--- src/rtl/ram_pkg.sv ---
// Shared types and constants for the byte-writable dual-port RAM and its clear sequencer.
package ram_pkg;

  localparam int BYTE_W = 8;

  typedef enum logic {
    CLEAR = 1'b0,
    IDLE  = 1'b1
  } clr_state_t;

  function automatic int nbytes_of(input int dwidth);
    return dwidth / BYTE_W;
  endfunction

endpackage

--- src/rtl/ram_clear_seq.sv ---
// Post-reset clear sequencer: walks every address once, holding busy high until done.
module ram_clear_seq
  import ram_pkg::*;
#(
  parameter  int AWIDTH = 3,
  localparam int DEPTH  = 2**AWIDTH
) (
  input  logic              clock,
  input  logic              reset_n,
  output logic              busy,
  output logic [AWIDTH-1:0] clr_addr
);

  localparam logic [AWIDTH:0] LAST = (AWIDTH+1)'(DEPTH - 1);

  clr_state_t      state;
  // One extra bit lets the count settle at DEPTH instead of wrapping to 0.
  logic [AWIDTH:0] count;

  // NOTE: sequential state uses non-blocking assignments so every register samples pre-edge values.
  always_ff @(posedge clock or negedge reset_n) begin
    if (!reset_n) begin
      state <= CLEAR;
      count <= '0;
      busy  <= 1'b1;
    end else if (state == CLEAR) begin
      count <= count + 1'b1;
      if (count == LAST) begin
        state <= IDLE;
        busy  <= 1'b0;
      end
    end
  end

  assign clr_addr = count[AWIDTH-1:0];

endmodule

--- src/rtl/ram_sync_dp_bw.sv ---
// Simple dual-port synchronous RAM with byte enables, write-first bypass and optional output register.
// Optional hardware clear at reset is built when RAM_SYNC_DP_BW_INIT_CLEAR_EN is defined.
module ram_sync_dp_bw
  import ram_pkg::*;
#(
  parameter  int AWIDTH  = 3,
  parameter  int DWIDTH  = 32,
  parameter  int OUT_REG = 0,
  localparam int DEPTH   = 2**AWIDTH,
  localparam int NBYTES  = nbytes_of(DWIDTH)
) (
  input  logic              clock,
  input  logic              reset_n,
  input  logic              wr_en,
  input  logic [AWIDTH-1:0] wr_addr,
  input  logic [DWIDTH-1:0] wr_data,
  input  logic [NBYTES-1:0] wr_be,
  input  logic              rd_en,
  input  logic [AWIDTH-1:0] rd_addr,
  output logic [DWIDTH-1:0] rd_data,
  output logic              rd_valid,
  output logic              busy
);

  if (DWIDTH % BYTE_W != 0) begin : g_bad_width
    $fatal(1, "ram_sync_dp_bw: DWIDTH must be a multiple of 8");
  end

  logic [DWIDTH-1:0] mem [DEPTH];

  logic              mem_we;
  logic [AWIDTH-1:0] mem_addr;
  logic [DWIDTH-1:0] mem_data;
  logic [NBYTES-1:0] mem_be;

`ifdef RAM_SYNC_DP_BW_INIT_CLEAR_EN
  logic [AWIDTH-1:0] clr_addr;

  ram_clear_seq #(.AWIDTH(AWIDTH)) u_clear_seq (
    .clock    (clock),
    .reset_n  (reset_n),
    .busy     (busy),
    .clr_addr (clr_addr)
  );

  // NOTE: every signal driven in always_comb gets a default first, so no latch is inferred.
  always_comb begin
    mem_we   = wr_en;
    mem_addr = wr_addr;
    mem_data = wr_data;
    mem_be   = wr_be;
    if (busy) begin
      mem_we   = 1'b1;
      mem_addr = clr_addr;
      mem_data = '0;
      mem_be   = '1;
    end
  end
`else
  assign busy = 1'b0;

  always_comb begin
    mem_we   = wr_en;
    mem_addr = wr_addr;
    mem_data = wr_data;
    mem_be   = wr_be;
  end
`endif

  logic wr_acc;
  logic rd_acc;

  assign wr_acc = wr_en & ~busy;
  assign rd_acc = rd_en & ~busy;

  // NOTE: the array has no reset so it maps onto RAM macros; contents come from writes or the clear sequencer.
  always_ff @(posedge clock) begin
    if (mem_we) begin
      for (int b = 0; b < NBYTES; b++) begin
        if (mem_be[b]) mem[mem_addr][b*BYTE_W +: BYTE_W] <= mem_data[b*BYTE_W +: BYTE_W];
      end
    end
  end

  // Write-first: lanes being written this cycle at the read address take the incoming data.
  logic [DWIDTH-1:0] rd_word;

  always_comb begin
    rd_word = mem[rd_addr];
    for (int b = 0; b < NBYTES; b++) begin
      if (wr_acc && (wr_addr == rd_addr) && wr_be[b]) rd_word[b*BYTE_W +: BYTE_W] = wr_data[b*BYTE_W +: BYTE_W];
    end
  end

  logic              s1_valid;
  logic [DWIDTH-1:0] s1_data;

  always_ff @(posedge clock or negedge reset_n) begin
    if (!reset_n) begin
      s1_valid <= 1'b0;
      s1_data  <= '0;
    end else begin
      s1_valid <= rd_acc;
      if (rd_acc) s1_data <= rd_word;
    end
  end

  if (OUT_REG != 0) begin : g_out_reg
    always_ff @(posedge clock or negedge reset_n) begin
      if (!reset_n) begin
        rd_valid <= 1'b0;
        rd_data  <= '0;
      end else begin
        rd_valid <= s1_valid;
        if (s1_valid) rd_data <= s1_data;
      end
    end
  end else begin : g_no_out_reg
    assign rd_valid = s1_valid;
    assign rd_data  = s1_data;
  end

endmodule

--- config.mk ---
export PLATFORM = sky130hd
export DESIGN_NAME = ram_sync_dp_bw
export DESIGN_NICKNAME = d
export VERILOG_FILES = /design/src/rtl/ram_pkg.sv /design/src/rtl/ram_clear_seq.sv /design/src/rtl/ram_sync_dp_bw.sv
export SDC_FILE = /design/constraint.sdc
export NUM_CORES = 1
export LEC_CHECK = 0
export BUFFER_PORTS_ARGS = -buffer_cell sky130_fd_sc_hd__buf_2
export CORE_UTILIZATION = 54
export CTS_CLUSTER_SIZE = 14
export DETAILED_ROUTE_END_ITERATION = 7
export HOLD_SLACK_MARGIN = 0.15
export PLACE_DENSITY = 0.72
export SYNTH_ARGS = -nofsm -noshare
export SYNTH_HDL_FRONTEND = slang
export SYNTH_SLANG_ARGS = --single-unit
export TNS_END_PERCENT = 100
--- constraint.sdc ---
create_clock -name clock -period 1.26 [get_ports clock]
set_input_delay 0.126 -clock clock [delete_from_list [all_inputs] [get_ports clock]]
set_output_delay 0.126 -clock clock [all_outputs]
set_load 0.05 [all_outputs]
==> flow_metrics.tcl <==
set metrics [dict create \
    grt_max_degree 66 \
    clk_path_buf_depth 3 \
    synth_area_leaders "edfxtp_1 67%, mux4_2 13%, dfrtp_1 7.3%" \
    cts_tree "built" \
    die_h_um 147.2 \
    drtIter0Drc 557 \
    coreArea_um2 20430 \
    power_w 0.02160 \
    hold_ws_ns 0.2764 \
    gp_congestion 0.7359 \
    initial_core_util_pct 55.75 \
    hold_violations 0 \
    yosysSeqAreaShare_pct 74.74 \
    critical_path_class "reg -> reg" \
    yosys_warnings 0 \
    grtUsageMet1_pct 31.17 \
    clk_latency_ns 0.54 \
    cts_buffers 29 \
    ir_worst_vdd_v 0.001073 \
    busiest_layer "met2" \
    power_leakage_nw 4.996 \
    violations "setup timing" \
    avgSynthCellArea_um2 18.79 \
    maxSlewViolCount 0 \
    grt_pass1_wl_um 37560 \
    dp.cells 981 \
    netlist_instances 606 \
    fp.dieArea_um2 21680 \
    synthesis.area_um2 11390 \
    die_w_um 147.2 \
    cts_max_level 1 \
    rows 52 \
    dp_hpwl_um 14450 \
    track_usage_pct 23.22 \
    wl_per_cell_um 22.97 \
    synth_top_area_share_pct 67.49 \
    setup_viol 39 \
    path_clk_slew_ns 0.06 \
    critPathLaunchType "flip-flop" \
    fin_area_um2 14390 \
    syn_to_final_growth_pct 26.32 \
    critical_path.max_fanout 1 \
    place_area_um2 12700 \
    drt.antenna.violating_nets 0 \
    setup_slack_ns -0.1941 \
    status "complete, but fails checks" \
    overflow 0 \
    antenna_found_initial 0 \
    viasPerCell 5.820 \
    ys_types 25 \
    num_vias 6256 \
    period_share_pct 115.4 \
    root_buffer "clkbuf_16" \
    drc_errors 0 \
    worst_slew_pin_slew_ns 1.237 \
    relSlewSlack_pct 16.85 \
    worst_ep_required_time_ns 1.65 \
    max_freq_ghz 0.6877 \
    use_met2_pct 39.62 \
    ys_seq_elements 289 \
    cts_sinks 289 \
    grt_setup_unrepaired "yes" \
    diodes 0 \
    worstHoldPathType "in -> reg" \
    worstPathArrival_ns 1.85 \
    pre_cts_slack_ns -0.6169 \
    period_minus_slack_ns 1.454 \
    drtPass1Iterations 5 \
    pin_count 80 \
    place.port_buffers 78 \
    maxCapViolCount 0 \
    endpoint_kind "flip-flop" \
    layout-drive-gt1-share_pct 37.76 \
    finClkSkew_ns 0.009955 \
    yosysTopAreaCell "edfxtp_1" \
    stdcell_count 1075 \
    wl_um 24690 \
    met3_usage_pct 3.230 \
    synth_fp_nets 652 \
    nets 829 \
    grt_pass1_vias 6569 \
    p_per_area_nw_per_um2 1501 \
]
-- sequential cells by signal, summed over array words and instances (netlist names) --
name	flops
rd_data	32
mem	256
rd_valid	1
-- final cells by class --
cell class / count / area (um^2)
Sequential cell: 289 / 8513
Fill cell: 1258 / 6042
Multi-Input combinational cell: 249 / 2811
Timing Repair Buffer: 182 / 1664
Clock buffer: 37 / 785.8
Tap cell: 270 / 337.8
Clock inverter: 16 / 155.1
Inverter: 32 / 120.1
-- cell usage in the layout, fill, tap and decap left out, types with 21 or more instances in the layout --
| cell type | synthesis | routed |
|---|---|---|
| edfxtp_1 | 256 | 256 |
| mux4_2 | 64 | 64 |
| buf_4 | 1 | 56 |
| buf_2 | 11 | 44 |
| dlygate4sd3_1 | 0 | 36 |
| dfrtp_1 | 33 | 33 |
| inv_1 | 32 | 32 |
| o21ai_1 | 9 | 32 |
| o22ai_1 | 32 | 32 |
| clkbuf_16 | 0 | 29 |
| buf_6 | 4 | 28 |
| nor2b_1 | 32 | 24 |
| nor2_1 | 33 | 21 |
-- synth_stat cells --
master	instances
clkbuf_1	17
buf_2	11
nand3b_1	3
nor2_1	33
or3_1	1
conb_1	1
or4_1	4
nor4_2	4
a211oi_1	31
o21ai_0	23
nand3_1	1
nand2_1	5
o21ai_1	9
mux4_2	64
buf_6	4
buf_1	3
inv_1	32
edfxtp_1	256
a211oi_2	1
buf_4	1
or3b_2	2
o22ai_1	32
dfrtp_1	33
xor2_2	3
nor2b_1	32
-- worst max-delay path, stage by stage, from the launching register on --
cell      delay (ns)
edfxtp_1        0.37
mux4_2          0.48
nor2b_4         0.14
a211oi_2        0.19
o22ai_1         0.14
-- what timing repair did --
item / 4_1_cts / 5_1_grt
hold buffers: 36 / 1
setup buffers: 0 / 5
gates resized for setup: 72 / 23
pin swaps: 20 / 4
setup endpoints to repair: 64 / 66
hold endpoints to repair: 322 / 12
-- report_power, final --
group / internal [W] / leakage (nW) / total [W] / switching [W]
sequential: 0.0107 / 2.72 / 0.0109 / 0.000155
clock: 0.00500 / 0.472 / 0.00844 / 0.00344
combinational: 0.000946 / 1.81 / 0.00227 / 0.00132
total: 0.0167 / 5.00 / 0.0216 / 0.00491
-- metal layers --
| layer | wire length, um | vias to the layer above |
|---|---|---|
| met3 | 1556 | 56 |
| met5 | 0 | - |
| met1 | 9853 | 3172 |
| li1 | - | 2777 |
| met4 | 641 | 0 |
| met2 | 12640 | 251 |
-- kinds of logic after synthesis --
family / count (synthesis) / share of synthesized area [%]
simple gates: 85 / 4.164
xor+xnor: 3 / 0.4285
compound gates: 96 / 5.317
other cells: 1 / 0.03292
buf+inv: 68 / 2.658
mux: 64 / 12.66
flops: 289 / 74.74
-- metrics by stage --
step | setup TNS [ns] | utilization, %
2_1_floorplan | -13.29 | -
3_3_place_gp | -52.40 | 62.17
3_5_place_dp | -57.87 | 62.17
4_1_cts | -5.271 | 69.74
5_1_grt | -8.237 | 70.43
6_report | -4.972 | 70.43
-- path summary, 6_finish.rpt --
kind / from / endpoint / slack, ns / cells after the start
setup / recovery: mem[5][25]$_DFFE_PP_ / rd_data[25]$_DFFE_PN0P_ / -0.19 / 4
hold / removal: wr_be[0] / rd_data[2]$_DFFE_PN0P_ / 0.28 / 5
setup reg to reg: mem[5][25]$_DFFE_PP_ / rd_data[25]$_DFFE_PN0P_ / -0.19 / 4
hold reg to reg: rd_data[12]$_DFFE_PN0P_ / rd_data[12]$_DFFE_PN0P_ / 0.53 / 2
max in group asynchronous: reset_n / rd_data[29]$_DFFE_PN0P_ / 0 / 3
min in group asynchronous: reset_n / rd_data[16]$_DFFE_PN0P_ / 0.70 / 4
(Power assumes the default switching activity.)
